--- config.mk ---
export PLATFORM = sky130hd
export DESIGN_NAME = outputc
export DESIGN_NICKNAME = d
export VERILOG_FILES = /design/src/rtl/outputc.sv
export SDC_FILE = /design/constraint.sdc
export NUM_CORES = 1
export LEC_CHECK = 0
export CORE_ASPECT_RATIO = 0.8
export CORE_MARGIN = 2
export CORE_UTILIZATION = 46
export DETAILED_ROUTE_END_ITERATION = 10
export GPL_TIMING_DRIVEN = 0
export PLACE_DENSITY = 0.93
export SYNTH_ARGS = -nofsm -noshare
export SYNTH_HDL_FRONTEND = slang
export SYNTH_SLANG_ARGS = --single-unit
--- constraint.sdc ---
create_clock -name clk -period 3.3 [get_ports clk]
set_input_delay 0.66 -clock clk [delete_from_list [all_inputs] [get_ports clk]]
set_output_delay 0.66 -clock clk [all_outputs]
set_load 0.01 [all_outputs]
--- src/rtl/outputc.sv ---
`default_nettype none
// +----------------------------------------------------------------------------+
// | Module      : outputc                                                      |
// | Description : Router output-channel controller. Registers the switched     |
// |               flit onto the link, tracks per-VC downstream credits and a   |
// |               per-VC wormhole lock. Optional protocol-error checking is    |
// |               enabled by defining OUTPUTC_ERRCHK_EN.                       |
// | Revision    : 1.0 - initial release                                        |
// +----------------------------------------------------------------------------+
module outputc #(
  parameter int ROUTERID  = 0,
  parameter int PCHID     = 0,
  parameter int BUF_DEPTH = 4,
  parameter int CNTW      = 3,
  parameter int DATAW     = 15,
  parameter int VCH       = 1,
  parameter int VCHW      = 1,
  parameter int TYPE_MSB  = DATAW,
  parameter int TYPE_LSB  = DATAW - 2
) (
  input  logic             clk,
  input  logic             rst,
  input  logic [DATAW:0]   idata,
  input  logic             ivalid,
  input  logic [VCHW:0]    ivch,
  input  logic [VCH:0]     iack,
  output logic [DATAW:0]   odata,
  output logic             ovalid,
  output logic [VCHW:0]    ovch,
  output logic [VCH:0]     ordy,
  output logic [VCH:0]     olck,
  output logic             err
);

  localparam int c_tw = TYPE_MSB - TYPE_LSB + 1;

  localparam logic [c_tw-1:0] c_type_none     = c_tw'(0);
  localparam logic [c_tw-1:0] c_type_head     = c_tw'(1);
  localparam logic [c_tw-1:0] c_type_body     = c_tw'(2);
  localparam logic [c_tw-1:0] c_type_tail     = c_tw'(3);
  localparam logic [c_tw-1:0] c_type_headtail = c_tw'(4);

  localparam logic [CNTW:0] c_full = (CNTW+1)'(BUF_DEPTH);
  localparam logic [CNTW:0] c_one  = (CNTW+1)'(1);

  typedef enum logic [0:0] {
    FREE   = 1'b0,
    LOCKED = 1'b1
  } lock_state_t;

  logic [c_tw-1:0] w_type;
  logic            w_vch_ok;
  logic            w_accept;
  logic            w_unused_ids;

  // Identifiers only serve diagnostics; keep them referenced for lint.
  assign w_unused_ids = ^{32'(ROUTERID), 32'(PCHID)};

  assign w_type   = idata[TYPE_MSB:TYPE_LSB];
  assign w_vch_ok = (32'(ivch) <= 32'(VCH));
  assign w_accept = ivalid && (w_type != c_type_none) && w_vch_ok;

`ifdef OUTPUTC_ERRCHK_EN
  logic [VCH:0] w_err_vc;
`endif

  // Link register: accepted flit goes out next cycle, otherwise the link is zeroed.
  always_ff @(posedge clk or posedge rst) begin
    if (rst) begin
      odata  <= '0;
      ovalid <= 1'b0;
      ovch   <= '0;
    end else begin
      odata  <= w_accept ? idata : '0;
      ovalid <= w_accept;
      ovch   <= w_accept ? ivch : '0;
    end
  end

  for (genvar v = 0; v <= VCH; v++) begin : g_vc
    logic          w_send;
    logic [CNTW:0] r_credit;
    logic [CNTW:0] w_credit_next;
    lock_state_t   r_lock;
    lock_state_t   w_lock_next;

    assign w_send = w_accept && (32'(ivch) == 32'(v));

    // Credit update: send and return in one cycle cancel; both ends saturate.
    always_comb begin
      w_credit_next = r_credit;
      if (w_send && !iack[v]) begin
        if (r_credit != '0) w_credit_next = r_credit - c_one;
      end else if (!w_send && iack[v]) begin
        if (r_credit != c_full) w_credit_next = r_credit + c_one;
      end
    end

    // Credit register, reset to the downstream FIFO depth.
    always_ff @(posedge clk or posedge rst) begin
      if (rst) r_credit <= c_full;
      else     r_credit <= w_credit_next;
    end

    // Lock state register.
    always_ff @(posedge clk or posedge rst) begin
      if (rst) r_lock <= FREE;
      else     r_lock <= w_lock_next;
    end

    // Wormhole lock next-state: head opens the VC, tail closes it.
    always_comb begin
      w_lock_next = r_lock;
      if (w_send) begin
        case (r_lock)
          FREE:    if (w_type == c_type_head) w_lock_next = LOCKED;
          LOCKED:  if (w_type == c_type_tail) w_lock_next = FREE;
          default: w_lock_next = FREE;
        endcase
      end
    end

    assign ordy[v] = (r_credit != '0);
    assign olck[v] = (r_lock == LOCKED);

`ifdef OUTPUTC_ERRCHK_EN
    assign w_err_vc[v] =
        (w_send && !iack[v] && (r_credit == '0)) ||
        (!w_send && iack[v] && (r_credit == c_full)) ||
        (w_send && (r_lock == FREE) &&
         ((w_type == c_type_body) || (w_type == c_type_tail))) ||
        (w_send && (r_lock == LOCKED) &&
         ((w_type == c_type_head) || (w_type == c_type_headtail)));
`endif
  end

`ifdef OUTPUTC_ERRCHK_EN
  logic r_err;

  // Sticky error flag, cleared only by reset.
  always_ff @(posedge clk or posedge rst) begin
    if (rst) r_err <= 1'b0;
    else     r_err <= r_err | (|w_err_vc);
  end

  assign err = r_err;
`else
  assign err = 1'b0;
`endif

endmodule
`default_nettype wire
After elaboration in Yosys (flattened, before gate mapping):

Index checks and enable logic that the tools add are counted.

* bits in registers: 29
* input port bits: 23
* word-level logic and storage cells: 57

* $add $sub $neg: 4
* order comparisons: 1
* eq/ne operators: 7
* multiplexer cells: 14
* bitwise operators: 2
* reductions and logical operators: 22

Operator list (number)
* $mux 4: 8
* $mux 16: 1
* $add 4x1->4 const B: 2
* $logic_and 1x1->1: 8
* $ne 4x3->1 const B: 2
* $reduce_bool 2->1: 4
* $reduce_bool 4->1: 2
* $sub 4x1->4 const B: 2
* $reduce_and 3->1: 2
* $logic_not 1->1: 4
* $ne 2x2->1 const B: 2
* $pmux 1 s2: 2
* $eq 3x1->1 const B: 1
* $eq 3x2->1 const B: 1
* $reduce_bool 3->1: 1
* $eq 2x1->1 const B: 1
* $le 2x1->1 const B: 1
* $logic_not 2->1: 1
* $mux 1: 2
* $mux 2: 1
* $not 1->1: 2

Longest topological paths before layout:

Gate-level depths: netlist of the first run.

* word-level depth: 8
* gate-level depth with buffers: 11

Least setup slack after synthesis of the first run:

OpenSTA, ideal clock, no wires.

* path type: input-to-reg
* start: input port idata[14]
* end: register g_vc[1].r_credit[3]
* setup time: 128 ps
* data arrival time: 2283 ps
* required time: 3172 ps
* slack: 890 ps
* stages on the path: 10
* path buffers: 1
* cells stage by stage: nor3_1 > nor3b_2 > buf_6 > and2_1 > ha_1 > ha_1 > a21oi_1 > and3_1 > nor3_2 > xor2_1

* longest elaborated chain between the ends: 8
* elaborated cells on any way between the ends: 12
* classes of those cells: eq/ne (1); mux (1); reduce/logical (10)

Ends and longest elaborated chain
* from (decl): RTL line 23 `input logic [DATAW:0] idata,`
* $reduce_bool 3->1 *: RTL line 61 `assign w_accept = ivalid && (w_type != c_type_none) && w_vch_ok;`
* $logic_and 1x1->1 * (2 in series): RTL line 61
* net w_accept: RTL line 53 `logic w_accept;`
* $logic_and 1x1->1 *: RTL line 87 `assign w_send = w_accept && (32'(ivch) == 32'(v));`
* net g_vc[1].w_send: RTL line 81 `logic w_send;`
* $logic_not 1->1: RTL line 94 `end else if (!w_send && iack[v]) begin`
* $logic_and 1x1->1: RTL line 94
* $reduce_bool 2->1 (no source line)
* $reduce_and 3->1 (no source line)
* to (signal assigned): RTL line 101 `if (rst) r_credit <= c_full;`
* to (signal assigned): RTL line 102 `else r_credit <= w_credit_next;`
* to (decl): RTL line 82 `logic [CNTW:0] r_credit;`

Mark *: on every way through the listed nets, which the timed path passes. The rest lies on a longest branch.
A chain may end at the register's enable or synchronous reset.

Final worst setup path of the first run:

Same ends and word-level chain as after synthesis.

==> summary.md, run 1 <==
| Metric | Value |
|---|---|
| Max-cap violation count | 0 |
| Num Clock Sinks | 29 |
| Top FF cell, synth | dfrtp_1 |
| Hold crit path type | flip-flop to flip-flop |
| Resized cells post-CTS | 0 |
| Maximum level of the CTS H-tree | 2 |
| Required @ worst endpoint | around 3.6 ns |
| Final WS setup | about 0.44 ns |
| Cell area after synthesis | approximately 1300 sq um |
| Post-CTS Hold Buffers | 0 |
| Worst slack at placement | 0.116 ns |
| Total core area | 2740 sq um |
| Fraction of post-synthesis cell area in the top cell type by area | approximately half |
| Normalized max-slew margin | 30.0% |
| Share of layout cells above drive strength 1 | between 10 and 15% |
| Average instance area after synthesis | ~12 sq um |
| Main area contributors after synthesis | dfrtp_1 52%, and2_1 7.6%, ha_1 5.7% |
| Maximum number of pins on one net before global-route repair | 30 |
| I/O pin count | 47 |
| Master cell of the clock root buffer | clkbuf_4 |
| Clock slew seen by the registers of the worst setup and hold paths | about 0.090 ns |
| Yosys top cell by area | dfrtp_1 |
| Detailed-route wire length per cell | 11.7 um |
| Distinct cell type count of the synthesized netlist | 34 |
| Via count of the first global-routing pass | 949 |
| Area added between synthesis and finish | 42.5% |
| Fraction of synthesis flops using an asynchronous set or reset pin | 100% |
| Count of cells along the worst register-to-register path | 5 |
| Final wirelength | roughly 2400 um |
| Highest net fanout along the worst path | 10 |
| Final critical delay including setup and external delays | about 2.9 ns |
| Final worst-path cycle share | ~87% |
| Die width | around 64 um |
| Setup repair after global routing missed its margin | no |
| Vias after detailed routing | between 900 and 1000 |
| Hold Path Cell Cnt | 1 |
| Port buffer count | 45 |
| Achievable Freq | 0.350 GHz |
| Weighted congestion reported at the end of routability-driven placement | ~0.75 |
| Number of instances in the synthesized netlist | between 100 and 150 |
| Crit end category | flip-flop |
| Clk Latency, worst-skew pair | around 0.33 ns |
| Total routing usage reported by global routing | roughly 17% |
| Pre-antenna DRT Iters | 4 |
| DRC Markers | 0 |
| Die Area | 3300 sq um |
| Row Count | 17 |
| CP arrival | approximately 3.1 ns |
| Total count of hold-check failures in the final report | 0 |
| Number of synthesized flops with an enable pin | 0 |
| Post-synthesis sequential element count | 29 |
| Detail-routed via count per cell | between 4 and 5 |
| Commonest cells post-synth | 27 x dfrtp_1, 16 x and2_1, 8 x inv_1, 8 x nand2_1, 6 x ha_1 |
| Setup total negative slack | 0 ns |
| Most frequently used cell type in the post-synthesis netlist | dfrtp_1 |
| Max-slew violation total from the final report | 0 |
| Classification of the worst setup path | input port to flip-flop |
| Bufs on Longest Clock Path | 2 |
| Static leakage | 0.000861 uW |
| Number of buffers added for setup after CTS | 0 |
| Power Total | 997 uW |
| Power density over cell area | approximately 530 nW/um^2 |
| DRT antenna net count | 0 |
| Kind of start point of the critical path | input port |
| Diode count | 0 |
| Slew at the pin closest to its max-slew limit | ~1.0 ns |
| IR Drop Worst-Case VDD | about 240 uV |
| Antenna violations before repair | 0 |
| Fin Clk Skew | about 0.007 ns |
| Initial core utilization | between 40% and 50% |
| Global-route wire length before repair | roughly 4000 um |
| Sequential share of the synthesized area | 55.5% |
| Net total in the final layout | slightly below 200 |
| TritonCTS clock tree | yes |
| Detailed Route Iter0 Violations | 18 |
| Sum of overflow across all layers after global routing | 0 |
| Result of the run | complete, no violations |
| Number of clock buffers inserted by TritonCTS | 5 |
| Final HPWL from detailed placement | between 1500 and 2000 um |
| Setup-failing EPs final | 0 |
| Floorplan die height | between 50 and 60 um |
| Yosys warnings | 0 |
metrics by stage:
stage                     utilization, %  instance area (sq um)  hold slack, ns  cells
after global placement              66.1                   1810           0.462    198
final                               68.1                   1870           0.487    206
after detailed placement            66.1                   1810           0.473    198
after floorplan                        -                   1320           0.443    115
after CTS                           68.1                   1870           0.491    206
after global routing                68.1                   1870           0.510    206
path summary, 6_finish.rpt:
path | from | end | slack (ns)
worst max-delay path | idata[14] | g_vc[1].r_credit[3] | 0.44
min in group asynchronous | rst | odata[9] | 0.88
worst min-delay path | g_vc[0].r_credit[3] | g_vc[0].r_credit[3] | 0.49
worst max register to register | g_vc[1].r_credit[2] | g_vc[1].r_credit[3] | 1.77
max in group asynchronous | rst | g_vc[0].r_lock | 1.79
worst min register to register | g_vc[0].r_credit[3] | g_vc[0].r_credit[3] | 0.49
registers in the layout (all words and copies together) (netlist names):
name and count:
ovch 2, ovalid 1, odata 16, g_vc.r_lock 2, g_vc.r_credit 8
power breakdown:
part	leakage (uW)	total (uW)	internal, uW	switching [uW]
combinational	0.000459	297	167	130
sequential	0.000370	492	427	64.8
clock	0.0000310	208	80.0	128
cells in the final DEF, fill, tap and decap left out, types with 2 or more instances in the layout:
cell	count
xor2_1	5
nand2_1	8
buf_4	3
clkdlybuf4s50_1	45
dfstp_2	2
a21oi_1	4
o21ai_0	4
clkbuf_4	5
xnor2_1	3
nand2b_1	2
dfrtp_1	27
inv_1	8
and2_1	16
ha_1	6
nor2b_1	2
clkinv_2	2
nor3_1	4
conb_1	2
metal layers:
| layer | track usage (%) | wire length (um) | vias to the layer above |
|---|---|---|---|
| met1 | 17.5 | 1020 | 452 |
| met5 | 0 | 0 | - |
| met2 | 30.0 | 1180 | 38 |
| li1 | - | - | 477 |
| met3 | 4.55 | 138 | 7 |
| met4 | 13.0 | 77 | 0 |
critical path, stage by stage:
cell and delay (ns):
clkdlybuf4s50_1 0.52, nor3_1 0.08, nor3b_2 0.40, buf_6 0.19, and2_1 0.13, ha_1 0.22
ha_1 0.29, a21oi_1 0.18, a21oi_1 0.10, nor3_2 0.17, xor2_1 0.16
final cells by class:
type / instances / area [sq um]
Clock inverter: 3 / 17.5
Inverter: 8 / 30.0
Timing Repair Buffer: 45 / 450
Clock buffer: 5 / 37.5
Sequential cell: 29 / 728
Fill cell: 214 / 876
Tap cell: 38 / 47.5
Buffer: 5 / 38.8
Multi-Input combinational cell: 73 / 518
logic make-up after synthesis:
family	Yosys count	share of synthesized area, %
xor gates and xnor gates	8	5.34
muxes	1	0.859
AOI/OAI and AO/OA	14	6.49
buffers and inverters	13	5.25
other	1	0.286
DFF	29	55.5
adders and majority gates	7	7.25
and+or+nand+nor	41	19.0
Note: power is estimated with default switching activity, not from simulation.
==> inputs of run 2 (changes only) <==
--- a/config.mk
+++ b/config.mk
@@ -8,9 +8,11 @@
 export CORE_ASPECT_RATIO = 0.8
 export CORE_MARGIN = 2
 export CORE_UTILIZATION = 46
+export CTS_CLUSTER_DIAMETER = 150
 export DETAILED_ROUTE_END_ITERATION = 10
 export GPL_TIMING_DRIVEN = 0
 export PLACE_DENSITY = 0.93
+export REMOVE_ABC_BUFFERS = 1
 export SYNTH_ARGS = -nofsm -noshare
 export SYNTH_HDL_FRONTEND = slang
 export SYNTH_SLANG_ARGS = --single-unit
==> run 2 against run 1 <==
  * Routed wire length down 0.17%
  * Non-clock buffer count shrank 5
  * Setup slack worse by 0.065 ns
  * Combinational power decreased by 2%
  * Flip-flop and latch count is the same
  * Worst hold slack lost 0.0099 ns
  * Maximum frequency decreased by 2.2%
  * Total power grew 1.9%
  * Die area unchanged
  * Largest cell class unchanged
  * Final cell count shrank 2.4%
  * Register-to-register slack improved by 0.03 ns
  * Cell area fell by 0.94%
==> summary.md, run 2 (synthesis results as in run 1) <==
| Metric | Value |
|---|---|
| Result of the run | complete, no violations |
| Total core area | 2740 sq um |
| Antenna violations before repair | 0 |
| Detailed-route wire length per cell | 12.0 um |
| Global-route wire length before repair | 4080 um |
| Max FFs per register | 16 |
| Final worst-path cycle share | between 80% and 90% |
| Row Count | 17 |
| Pre-antenna DRT Iters | 4 |
| Commonest non-fill, non-tap cell in the layout | clkdlybuf4s50_1 |
| Hold Path Cell Cnt | 1 |
| Bufs on Longest Clock Path | 2 |
| Detail-routed via count per cell | 4.87 |
| Share of layout cells above drive strength 1 | ~8.6% |
| Max-slew violation total from the final report | 0 |
| Number of standard cells in the final layout excluding fillers | roughly 200 |
| Floorplan die height | about 52 um |
| Worst Hold Endpoint | g_vc[0].r_credit[3] |
| Static leakage | 0.000846 uW |
| Via count of the first global-routing pass | between 900 and 1000 |
| Registers with the most flip-flops | odata: 16 flops, g_vc.r_credit: 8 flops |
| Final critical delay including setup and external delays | about 3 ns |
| Top library cells by usage in the layout, fill and taps aside | 45 x clkdlybuf4s50_1, 27 x dfrtp_1, 16 x and2_1, 8 x nand2_1, 8 x inv_1 |
| Normalized max-slew margin | 31.0% |
| Num Clock Sinks | 29 |
| Post-CTS Hold Buffers | 0 |
| DRT antenna net count | 0 |
| Achievable Freq | approximately 0.34 GHz |
| IR Drop Worst-Case VDD | around 250 uV |
| Detailed Route Iter0 Violations | a little under 60 |
| Slew at the pin closest to its max-slew limit | approximately 1.0 ns |
| Maximum level of the CTS H-tree | 2 |
| Count of cells along the worst register-to-register path | 5 |
| Net total in the final layout | between 150 and 200 |
| Setup repair after global routing missed its margin | no |
| Clk Latency, worst-skew pair | around 0.3 ns |
| Setup-failing EPs final | 0 |
| Launch point of the worst hold path | g_vc[0].r_credit[3] |
| Weighted congestion reported at the end of routability-driven placement | between 0.6 and 0.7 |
| Fillers | 195 |
| Crit Reg-Reg Startpoint | g_vc[1].r_credit[2] |
| CP arrival | approximately 3.2 ns |
| Final wirelength | about 2400 um |
| Clock slew seen by the registers of the worst setup and hold paths | 0.08 ns |
| Vias after detailed routing | 979 |
| Kind of start point of the critical path | input port |
| Diode count | 0 |
| Setup total negative slack | 0 ns |
| Largest register by flop count | odata |
| Total count of hold-check failures in the final report | 0 |
| Total routing usage reported by global routing | 16.5% |
| Classification of the worst setup path | input port to flip-flop |
| Master cell of the clock root buffer | clkbuf_4 |
| TritonCTS clock tree | yes |
| Combined area of the multi-input logic cells | about 520 sq um |
| Die Area | between 3000 and 4000 sq um |
| Core utilization of the finished layout | around two thirds |
| Final HPWL from detailed placement | about 1800 um |
| # placed instances | a little under 200 |
| Initial core utilization | 47.8% |
| Endpoint of the lowest-slack register-to-register path | g_vc[1].r_credit[3] |
| Power density over cell area | approximately 550 nW/um^2 |
| Final Hold Slack | roughly 0.48 ns |
| Fin Clk Skew | approximately 0.003 ns |
| Required @ worst endpoint | 3.54 ns |
| Highest net fanout along the worst path | 18 |
| Maximum number of pins on one net before global-route repair | 30 |
| Flop2flop setup slack | approximately 1.8 ns |
| Area added between synthesis and finish | 41.1% |
| Placed standard-cell area | between 1500 and 2000 sq um |
| Sum of overflow across all layers after global routing | 0 |
| Die width | 63.7 um |
| Max-cap violation count | 0 |
| DRC Markers | 0 |
| Crit end category | flip-flop |
| Number of clock buffers inserted by TritonCTS | 5 |
| Design area | between 1500 and 2000 sq um |
| Register Area | roughly 730 sq um |
| Hold crit path type | flip-flop to flip-flop |
| I/O pin count | 47 |
| Port buffer count | 45 |
-- run 2: cell count changes in the layout (fill, tap and decap cells not counted), sizes merged --
cell      previous run  this run
buf                  5         0
clkbuf               5         7
clkinv               2         1
clkinvlp             1         0
-- run 2: report_power, final --
part | internal [uW] | switching [uW]
clock | 123 | 111
combinational | 159 | 132
sequential | 427 | 64.2
total | 710 | 307
-- run 2: worst max-delay path: stages --
cell	delay, ns
clkdlybuf4s50_1	0.52
nor3_1	0.10
nor3b_4	0.49
nor2b_1	0.25
ha_1	0.32
xor2_1	0.11
ha_1	0.19
a21oi_1	0.16
xnor2_1	0.14
nand2_1	0.08
xnor2_1	0.14
-- run 2: worst max-delay path by stage --
stage,end,startpoint,slack (ns)
after floorplan,g_vc[0].r_credit[2],idata[14],0.86
after global placement,g_vc[0].r_credit[2],idata[14],-0.06
after detailed placement,g_vc[0].r_credit[2],idata[14],-0.15
after CTS,g_vc[0].r_credit[2],idata[14],0.17
after global routing,g_vc[0].r_credit[2],idata[14],0.16
final,g_vc[0].r_credit[2],idata[14],0.38
-- run 2: what timing repair did --
item,4_1_cts,5_1_grt
endpoints found under the setup margin,0,2
buffers inserted,0,0
resized for setup,0,1
-- run 2: area by class of cell --
type	count	share of cell area, %
Tap cell	38	2.57
Inverter	8	1.62
Clock inverter	1	0.270
Sequential cell	29	39.4
Clock buffer	7	3.52
Multi-Input combinational cell	73	28.3
Timing Repair Buffer	45	24.3
-- run 2: layer usage --
metal / up-vias / track usage (%) / wire [um]
li1: 463 / - / -
met1: 452 / 18.5 / 1020
met2: 56 / 27.9 / 1150
met3: 8 / 5.84 / 190
met4: 0 / 9.06 / 53
met5: - / 0 / 0
-- run 2: metrics by stage --
| stage | setup slack, ns | total power [uW] |
|---|---|---|
| global placement | -0.0629 | 764 |
| floorplan | 0.855 | 661 |
| finish | 0.378 | 1020 |
| CTS | 0.165 | 1030 |
| detailed placement | -0.155 | 786 |
| global route | 0.157 | 1090 |
==> inputs of run 3 (changes only) <==
--- a/config.mk
+++ b/config.mk
@@ -7,11 +7,11 @@
 export LEC_CHECK = 0
 export CORE_ASPECT_RATIO = 0.8
 export CORE_MARGIN = 2
-export CORE_UTILIZATION = 46
+export CORE_UTILIZATION = 44
 export CTS_CLUSTER_DIAMETER = 150
 export DETAILED_ROUTE_END_ITERATION = 10
 export GPL_TIMING_DRIVEN = 0
-export PLACE_DENSITY = 0.93
+export PLACE_DENSITY = 0.9
 export REMOVE_ABC_BUFFERS = 1
 export SYNTH_ARGS = -nofsm -noshare
 export SYNTH_HDL_FRONTEND = slang
==> constraint.sdc (replaced) <==
create_clock -name clk -period 2.8 [get_ports clk]
set_input_delay 0.56 -clock clk [delete_from_list [all_inputs] [get_ports clk]]
set_output_delay 0.56 -clock clk [all_outputs]
set_load 0.01 [all_outputs]
==> run 3 against run 2 <==
  * Via count shrank 0.92%
  * Flip-flop and latch count unchanged
  * Routed wire length rose by 6.7%
  * Largest power group unchanged
  * Setup slack worse by 0.27 ns
  * Cell area rose by 1.9%
  * Critical endpoint is now g_vc[1].r_credit[3]
==> summary.md, run 3 (synthesis results as in run 1) <==
| Metric | Value |
|---|---|
| Setup-failing EPs final | 0 |
| Max FFs per register | 16 |
| Worst slack at placement | -0.586 ns |
| Crit Reg-Reg Startpoint | g_vc[1].r_credit[2] |
| Cell at the slowest stage of the critical path | clkdlybuf4s50_1 |
| Clock share of power | about a quarter |
| Share of layout cells above drive strength 1 | about a tenth |
| Combinational share of power | around 28% |
| Fin Clk Skew | ~0.0026 ns |
| Final HPWL from detailed placement | roughly 1900 um |
| Hold crit path type | flip-flop to flip-flop |
| Number of standard cells in the final layout excluding fillers | roughly 200 |
| Master cell of the clock root buffer | clkbuf_8 |
| Power density over cell area | about 660 nW/um^2 |
| Detailed-route wire length per cell | between 10 and 15 um |
| IR Drop Worst-Case VDD | 312 uV |
| Highest net fanout along the worst path | 4 |
| CP arrival | 2.89 ns |
| Endpoint of the lowest-slack register-to-register path | g_vc[1].r_credit[3] |
| Most heavily used metal layer in global routing | met2 |
| Result of the run | complete, no violations |
| Port buffer count | between 40 and 50 |
| Fraction of power consumed by sequential logic | 46.7% |
| Detail-routed via count per cell | between 4 and 5 |
| Total routing usage reported by global routing | around 18% |
| Core utilization of the finished layout | approximately two thirds |
| Worst Hold Endpoint | g_vc[0].r_credit[3] |
| Detailed Route Iter0 Violations | 65 |
| Largest register by flop count | odata |
| Diode count | 0 |
| Initial core utilization | a little under half |
| Max-slew violation total from the final report | 0 |
| Max-cap violation count | 0 |
| Registers with the most flip-flops | odata: 16 flops, g_vc.r_credit: 8 flops |
| Total core area | between 2000 and 3000 sq um |
| Bufs on Longest Clock Path | 2 |
| Row Count | 17 |
| Maximum number of pins on one net before global-route repair | 30 |
| Launch point of the worst hold path | g_vc[0].r_credit[3] |
| Static leakage | ~0.00086 uW |
| Pre-antenna DRT Iters | 4 |
| # placed instances | 193 |
| Power Total | around 1200 uW |
| Clock slew seen by the registers of the worst setup and hold paths | about 0.06 ns |
| GR Util met1 | about a fifth |
| Switching power share of the total | a little under a third |
| Global-route wire length before repair | around 4400 um |
| Classification of the worst setup path | input port to flip-flop |
| Area added between synthesis and finish | 43.8% |
| DRC Markers | 0 |
| Total count of hold-check failures in the final report | 0 |
| Via count of the first global-routing pass | ~980 |
| Slowest stage delay, CP | 0.47 ns |
| Slew at the pin closest to its max-slew limit | 1.03 ns |
| Final critical delay including setup and external delays | about 2.7 ns |
| Final WS setup | ~0.11 ns |
| I/O pin count | 47 |
| Met3 GRT Util | 8.39% |
| Maximum level of the CTS H-tree | 2 |
| Antenna violations before repair | 0 |
| Required @ worst endpoint | ~3.0 ns |
| Top library cells by usage in the layout, fill and taps aside | 45 x clkdlybuf4s50_1, 27 x dfrtp_1, 16 x and2_1, 8 x nand2_1, 8 x inv_1 |
| Floorplan die height | about 53 um |
| Post-CTS Hold Buffers | 0 |
| Sum of overflow across all layers after global routing | 0 |
| DRT antenna net count | 0 |
| Number of clock buffers inserted by TritonCTS | 5 |
| Fraction of met2 tracks used by global routing | a little under a third |
| Vias after detailed routing | a little under 1000 |
| Count of cells along the worst register-to-register path | 5 |
| Achievable Freq | approximately 0.37 GHz |
| Kind of start point of the critical path | input port |
| Clk Latency, worst-skew pair | approximately 0.27 ns |
| Hold Path Cell Cnt | 1 |
| Weighted congestion reported at the end of routability-driven placement | between 0.7 and 0.8 |
| Num Clock Sinks | 29 |
| Switching power | 380 uW |
| Internal power | between 800 and 900 uW |
| Net total in the final layout | 194 |
| Crit end category | flip-flop |
| Final worst-path cycle share | 96.2% |
| Die Area | about 3400 sq um |
| Series of cell instances along the critical path | clkdlybuf4s50_1 -> nor3_2 -> nor3b_4 -> buf_4 -> and2_1 -> ha_1 -> ha_1 -> a21oi_1 -> a21oi_1 -> nor3_2 -> xor2_1 |
| Final wirelength | ~2600 um |
| Commonest non-fill, non-tap cell in the layout | clkdlybuf4s50_1 |
| Normalized max-slew margin | between 30% and 40% |
| TritonCTS clock tree | yes |
| Flop2flop setup slack | roughly 1.3 ns |
| Die width | between 60 and 70 um |
run 3: changes by cell type in the layout (fill, tap and decap cells not counted), sizes merged:
cell / change
clkbuf: -1
buf: +2
clkinv: +1
run 3: worst max-delay path: cells and delay by family:
kind,cells,cell delay [ns]
buffers and inverters,2,0.62
adder cells (fa/ha/maj),2,0.59
AND/OR/NAND/NOR,4,0.68
XOR/XNOR,1,0.15
AO/OA/AOI/OAI,2,0.29
run 3: layout make-up:
class / instances / area (sq um)
fill: 217 / 922
multi-input combinational: 73 / 532
sequential: 29 / 728
inverter: 8 / 30.0
clock buffer: 6 / 72.6
tap: 38 / 47.5
clock inverter: 2 / 10.0
timing repair buffer: 47 / 465
run 3: per-layer routing:
| metal | up-vias | routed length (um) | share of wire, % |
|---|---|---|---|
| met5 | - | 0 | 0 |
| met4 | 0 | 12 | 0.47 |
| met3 | 2 | 258 | 10 |
| met2 | 53 | 1230 | 48 |
| met1 | 450 | 1070 | 42 |
| li1 | 465 | - | - |
run 3: power by group through the flow:
stage	sequential (uW)	combinational, uW	clock [uW]
2_1_floorplan	579	200	0
3_3_place_gp	580	321	0
3_5_place_dp	585	342	0
4_1_cts	580	349	328
5_1_grt	592	387	349
6_report	582	347	318
run 3: worst max path at each step:
stage | startpoint | end | slack (ns) | cells after the start
2_1_floorplan | idata[14] | g_vc[0].r_credit[2] | 0.46 | 10
5_1_grt | idata[14] | g_vc[1].r_credit[3] | -0.001 | 11
3_5_place_dp | idata[14] | g_vc[0].r_credit[2] | -0.59 | 11
6_report | idata[14] | g_vc[1].r_credit[3] | 0.11 | 11
4_1_cts | idata[14] | g_vc[1].r_credit[3] | 0.04 | 11
3_3_place_gp | idata[14] | g_vc[0].r_credit[2] | -0.46 | 11
run 3: what timing repair did:
action / 4_1_cts / 5_1_grt
pin swaps: 1 / 1
setup endpoints to repair: 7 / 2
setup buffers: 2 / 0
resized for setup: 1 / 2
run 3: metrics by stage:
stage | instance area, sq um | TNS, ns | hold WS (ns)
detailed placement | 1770 | -3.33 | 0.467
finish | 1890 | 0 | 0.481
global route | 1890 | -0.000977 | 0.492
CTS | 1880 | 0 | 0.481
floorplan | 1280 | 0 | 0.443
global placement | 1770 | -2.37 | 0.465
